## config.mk

```make
export PLATFORM = sky130hd
export DESIGN_NAME = mac_nch_engine
export DESIGN_NICKNAME = d
export VERILOG_FILES = /design/src/rtl/mac_pkg.sv /design/src/rtl/mac_lane.sv /design/src/rtl/mac_nch_engine.sv
export SDC_FILE = /design/constraint.sdc
export NUM_CORES = 1
export LEC_CHECK = 0
export BUFFER_PORTS_ARGS = -buffer_cell sky130_fd_sc_hd__buf_2
export CAP_MARGIN = 20
export CORE_UTILIZATION = 40
export CTS_CLUSTER_DIAMETER = 200
export DETAILED_ROUTE_END_ITERATION = 10
export HOLD_SLACK_MARGIN = 0.05
export SYNTH_ARGS = -nofsm -noshare
export SYNTH_HDL_FRONTEND = slang
export SYNTH_HIERARCHICAL = 1
export SYNTH_SLANG_ARGS = --single-unit
export TNS_END_PERCENT = 1
```

## constraint.sdc

```tcl
create_clock -name clk -period 6.2 [get_ports clk]
set_input_delay 0.93 -clock clk [delete_from_list [all_inputs] [get_ports clk]]
set_output_delay 0.93 -clock clk [all_outputs]
set_load 0.01 [all_outputs]
```

## src/rtl/mac_pkg.sv

```systemverilog
// Shared types and helpers for the N-channel MAC engine: FSM state encoding,
// default saturation rails and the generic saturating resize.
package mac_pkg;

  typedef enum logic [1:0] {ST_IDLE, ST_ACCUM, ST_DRAIN, ST_SERIAL} state_t;

  localparam int ACC_W_DEF = 20;
  localparam int OUT_W_DEF = 8;
  localparam logic signed [63:0] ACC_MAX = (64'sd1 <<< (ACC_W_DEF - 1)) - 64'sd1;
  localparam logic signed [63:0] ACC_MIN = -(64'sd1 <<< (ACC_W_DEF - 1));
  localparam logic signed [63:0] OUT_MAX = (64'sd1 <<< (OUT_W_DEF - 1)) - 64'sd1;
  localparam logic signed [63:0] OUT_MIN = -(64'sd1 <<< (OUT_W_DEF - 1));

  // Clamp a wide signed value into the range of a w-bit signed word.
  function automatic logic signed [63:0] sat_resize(input logic signed [63:0] v,
                                                    input int unsigned w);
    logic signed [63:0] hi, lo;
    hi = (64'sd1 <<< (w - 1)) - 64'sd1;
    lo = -(64'sd1 <<< (w - 1));
    if (v > hi)      return hi;
    else if (v < lo) return lo;
    else             return v;
  endfunction

endpackage

```

## src/rtl/mac_lane.sv

```systemverilog
// One MAC lane: registered full-width product, then a saturating accumulate.
module mac_lane
  import mac_pkg::*;
#(
  parameter int DW    = 8,
  parameter int ACC_W = 20
) (
  input  logic                    clk,
  input  logic                    rst,
  input  logic                    clr,
  input  logic                    en,
  input  logic signed [DW-1:0]    a,
  input  logic signed [DW-1:0]    b,
  output logic signed [ACC_W-1:0] acc
);

  logic signed [2*DW-1:0] prod_q;
  logic                   pv;
  logic signed [63:0]     sum;

  assign sum = {{(64-ACC_W){acc[ACC_W-1]}}, acc}
             + {{(64-2*DW){prod_q[2*DW-1]}}, prod_q};

  always_ff @(posedge clk) begin
    if (rst) begin
      prod_q <= '0;
      pv     <= 1'b0;
      acc    <= '0;
    end else begin
      pv <= en;
      if (en) prod_q <= a * b;
      if (clr)     acc <= '0;
      else if (pv) acc <= ACC_W'(sat_resize(sum, ACC_W));
    end
  end

endmodule

```

## src/rtl/mac_nch_engine.sv

```systemverilog
// N-lane MAC engine: accumulate cfg_len operand beats per lane, then shift,
// optional ReLU and saturate each lane onto a serial valid/ready stream.
module mac_nch_engine
  import mac_pkg::*;
#(
  parameter int N_CH  = 2,
  parameter int DW    = 8,
  parameter int ACC_W = 20,
  parameter int OUT_W = 8,
  parameter int LEN_W = 8,
  localparam int SH_W = $clog2(ACC_W),
  localparam int CH_W = (N_CH > 1) ? $clog2(N_CH) : 1
) (
  input  logic               clk,
  input  logic               rst,
  input  logic               start,
  input  logic [LEN_W-1:0]   cfg_len,
  input  logic [SH_W-1:0]    cfg_shift,
  input  logic               relu_en,
  input  logic               in_valid,
  output logic               in_ready,
  input  logic [N_CH*DW-1:0] in_a,
  input  logic [N_CH*DW-1:0] in_b,
  output logic               out_valid,
  input  logic               out_ready,
  output logic [OUT_W-1:0]   out_data,
  output logic [CH_W-1:0]    out_ch,
  output logic               out_last,
  output logic               busy
);

  state_t                        state;
  logic [LEN_W-1:0]              len_q, cnt;
  logic [SH_W-1:0]               shift_q;
  logic                          relu_q;
  logic [N_CH-1:0][ACC_W-1:0]    acc;
  logic                          accept, clr;
  logic [CH_W-1:0]               sel_ch;
  logic signed [ACC_W-1:0]       sel_acc, shifted;
  logic signed [63:0]            r64;

  assign in_ready = (state == ST_ACCUM);
  assign busy     = (state != ST_IDLE);
  assign accept   = in_valid && in_ready;
  assign clr      = start && (state == ST_IDLE);

  for (genvar i = 0; i < N_CH; i++) begin : g_lane
    mac_lane #(.DW(DW), .ACC_W(ACC_W)) u_lane (
      .clk (clk),
      .rst (rst),
      .clr (clr),
      .en  (accept),
      .a   (in_a[i*DW +: DW]),
      .b   (in_b[i*DW +: DW]),
      .acc (acc[i])
    );
  end

  // Result for the lane about to be presented: lane 0 on entry, else the next one.
  always_comb begin
    sel_ch  = out_valid ? CH_W'(out_ch + 1'b1) : '0;
    sel_acc = $signed(acc[sel_ch]);
    shifted = sel_acc >>> shift_q;
    r64     = {{(64-ACC_W){shifted[ACC_W-1]}}, shifted};
    if (relu_q && r64 < 0) r64 = '0;
  end

  always_ff @(posedge clk) begin
    if (rst) begin
      state     <= ST_IDLE;
      len_q     <= '0;
      cnt       <= '0;
      shift_q   <= '0;
      relu_q    <= 1'b0;
      out_valid <= 1'b0;
      out_data  <= '0;
      out_ch    <= '0;
      out_last  <= 1'b0;
    end else begin
      case (state)
        ST_IDLE: if (start) begin
          len_q   <= cfg_len;
          shift_q <= cfg_shift;
          relu_q  <= relu_en;
          cnt     <= '0;
          state   <= (cfg_len != '0) ? ST_ACCUM : ST_SERIAL;
        end
        ST_ACCUM: if (accept) begin
          cnt <= cnt + 1'b1;
          if (LEN_W'(cnt + 1'b1) == len_q) state <= ST_DRAIN;
        end
        ST_DRAIN: state <= ST_SERIAL;
        ST_SERIAL: begin
          // Accumulators settle on the SERIAL entry edge; first word loads one cycle later.
          if (!out_valid || (out_ready && !out_last)) begin
            out_valid <= 1'b1;
            out_ch    <= sel_ch;
            out_last  <= (sel_ch == CH_W'(N_CH - 1));
            out_data  <= OUT_W'(sat_resize(r64, OUT_W));
          end else if (out_ready) begin
            out_valid <= 1'b0;
            out_data  <= '0;
            out_ch    <= '0;
            out_last  <= 1'b0;
            state     <= ST_IDLE;
          end
        end
        default: state <= ST_IDLE;
      endcase
    end
  end

endmodule

```

==> impl_results.md <==
* Run status: finished, violations left
* Violated checks: design-rule violations
* Predominant post-synthesis flop cell: dfxtp_1
* Relative slew margins at 38.18%
* Synth Area in Compound Gates at 17.37%
* Total die area at 32500 um^2
* Synth area leaders: fa_1 18%, dfxtp_1 17%, ha_1 10%, mux2i_1 5.4%, inv_1 5.4%
* VDD IR max at 0.0001714 V
* Mux contribution to synthesized area at 8.553%
* Clock skew at 0.01189 ns
* Area occupied by multi-input gates at 9583 um^2
* Die Y at 180.3 um
* Layout net count at 1719
* Gate power share at 62.6%
* Fin. Hold Viols at 0
* Sw Pwr at 1.786 mW
* Clock tree buffer depth at 2
* TritonRoute pass-1 iters at 8
* Synth Net Count at 1686
* Number of post-CTS setup repair buffers at 0
* Crit path launch type: primary input
* Gr ovfl total at 0
* Port bufs at 63
* Setup TNS Final at 0 ns
* Post-synthesis simple-gate area fraction at 15.99%
* Final ANT Viol Nets at 0
* Post-synth EDFFs at 0
* Reg clk slew, reported paths at 0.08 ns
* Routed WL per cell at 14.99 um
* Synth Area in XOR/XNOR at 5.305%
* Fin crit period at 5.121 ns
* Share of layout cells above drive strength 1 at 10.50%
* Hold crit path type: reg2reg
* Commonest cells in the synthesized netlist: 182 x inv_1, 112 x fa_1, 108 x dfxtp_1
* Placed cell areas at 13280 um^2
* Fin. max-slew vios at 0
* DP HPWL at 22.32 mm
* Post-CTS resize count at 0
* Worst Hold Depth at 2
* Seq/Total Area, Yosys at 17.01%
* Adder and majority gate portion of the synthesized area at 28.11%
* Setup CP Type: in2reg
* Initial antenna violation count at 0
* # diodes at 0
* Mean Syn Cell Area at 8.959 um^2
* Area grow syn2layout at 7.107%
* Root buffer cell: clkbuf_16
* Crit path DAT at 5.40 ns
* Final setup margin at 1.079 ns
* Final Non-Filler Cells at 1853
* Final Setup Violations at 0
* Leakage power at 6.256 nW
* Path depth of the worst reg2reg path at 8
* Critical Path RT at 6.48 ns
* 1st-iter DRT viols at 599
* Worst-Skew Late Latency at 0.36 ns
* Synthesized cell area at 12710 um^2
* CP Capture Type: flip-flop
* Num CTS Buffers at 9
* YS warnings at 6
* Crit Path Max Fanout at 8
* Fillers at 3139
* Row cnt at 64
* Share of power burned in registers at 22.0%
* Vias at 9994
* Vias per cell at 5.393
* Hold_buf cts at 0
* RSZ-0062 raised after global routing: no
* Area leader, netlist: fa_1
* Synth Register Bits at 108
* Die W at 180.3 um
* Internal Power at 2.219 mW
* Count leader, synth: inv_1
* Async S/R FF share, synth at 0%
* Tcrit/Tclk final at 82.60%
* FF+latch area at 2162 um^2
* GRT Total Usage at 17.57%
* Clk sink count at 108
* Placed insts at 1836
* Switching share of power at 44.59%
* GPL Wtd Cong at 0.9352
* First-pass GRT wire length at 47.82 mm
* Core box area at 30910 um^2
* TritonCTS clock tree: done
* Initial core utilization at 41.13%
* Design area at 13620 um^2
* MaxCap Viol Count at 0
* DRC errors left at 1
* Worst slew pin tran at 0.9015 ns
* Htree depth at 3
* Syn Inst Count at 1419
* PwrDens at 294.1 nW/um^2
* Clock Power Share at 15.4%
* Netlist cell types at 94
* Area share of the largest cell type after synthesis at 17.64%
* Vias in the first global route at 9782
* Pin count of the biggest net entering global routing at 53
* Max Clock Freq at 0.1953 GHz
* Ports at 64
* Total Wirelength at 27.78 mm
* Place WS at 0.7056 ns
* Main combinational cell family by area after synthesis: adder cells
## cell families (layout without fill, tap and decap cells)
logic type                 count (synthesis)  in the layout
and+or+nand+nor                          396            396
muxes                                     94             94
adders and majority gates                219            219
buffers and inverters                    230            268
DFF                                      108            108
AOI/OAI and AO/OA                        295            295
xor gates and xnor gates                  77             77
## metal layers
layer,routed length [um],vias to the layer above,GRT usage [%]
li1,-,4960,-
met5,0,-,0
met4,488,0,4.444
met3,977,24,2.365
met1,13490,4831,24.17
met2,12820,179,28.98
## worst max-delay path, stage by stage
cell and delay, ns:
buf_2 0.15, and2_1 0.16, fa_1 0.45, fa_1 0.54, inv_1 0.04, fa_1 0.46, fa_1 0.54, inv_1 0.04
ha_1 0.32, a21o_1 0.20, a2111oi_0 0.72, o31ai_1 0.20, nor4_1 0.20, nor3_1 0.11, xnor2_1 0.13, a211oi_1 0.21
## final cells by class
cell class / instances / area share, %
clock inverters: 6 / 0.5973
multi-input cells: 1081 / 70.38
inverters: 182 / 5.017
well taps: 396 / 3.639
clock buffers: 10 / 1.755
repair buffers: 70 / 2.729
flip-flops and latches: 108 / 15.88
## per-stage QoR
stage	hold WS, ns	total power, mW	util, %
floorplan	0.4481	2.923	-
global route	0.4972	4.428	44.05
CTS	0.4732	4.055	44.01
global placement	0.4614	3.380	42.98
detailed placement	0.4609	3.417	42.98
finish	0.4709	4.005	44.05
## flip-flops by register name, indices dropped and copies added (netlist names)
name and flops:
out_last 1, g_lane.u_lane/pv 2, out_valid 1, state 2
cnt 8, g_lane.u_lane/prod_q 32, g_lane.u_lane/acc 40, relu_q 1
out_data 8, shift_q 5, len_q 8
## cell usage in the layout, fill, tap and decap left out, types with 18 or more instances in the layout
cell / n
a221o_1: 25
nor2b_1: 18
nor3_1: 21
nand2_1: 91
dfxtp_1: 108
a21oi_1: 82
buf_2: 63
nand3_1: 18
inv_1: 182
nor2_1: 91
fa_1: 112
ha_1: 104
mux2i_1: 69
and2_1: 97
o21ai_0: 30
xnor2_1: 61
a21o_1: 21
## final timing paths
path	start	end	slack (ns)
max	in_b[12]	g_lane[1].u_lane/prod_q[15]$_SDFFE_PP0P_	1.08
min	len_q[1]$_SDFFE_PP0P_	len_q[1]$_SDFFE_PP0P_	0.47
max reg2reg	out_valid$_SDFFE_PP0P_	out_data[1]$_SDFFE_PP0P_	2.73
min reg2reg	len_q[1]$_SDFFE_PP0P_	len_q[1]$_SDFFE_PP0P_	0.47
## power by group through the flow
stage          registers [mW]  clock network (mW)  logic (mW)
2_1_floorplan           0.863                   0        2.06
3_3_place_gp            0.896                   0        2.48
3_5_place_dp            0.898                   0        2.52
4_1_cts                 0.882               0.638        2.54
5_1_grt                 0.896               0.664        2.87
6_report                0.881               0.617        2.51
No activity file was read; power rests on OpenSTA's default activity.
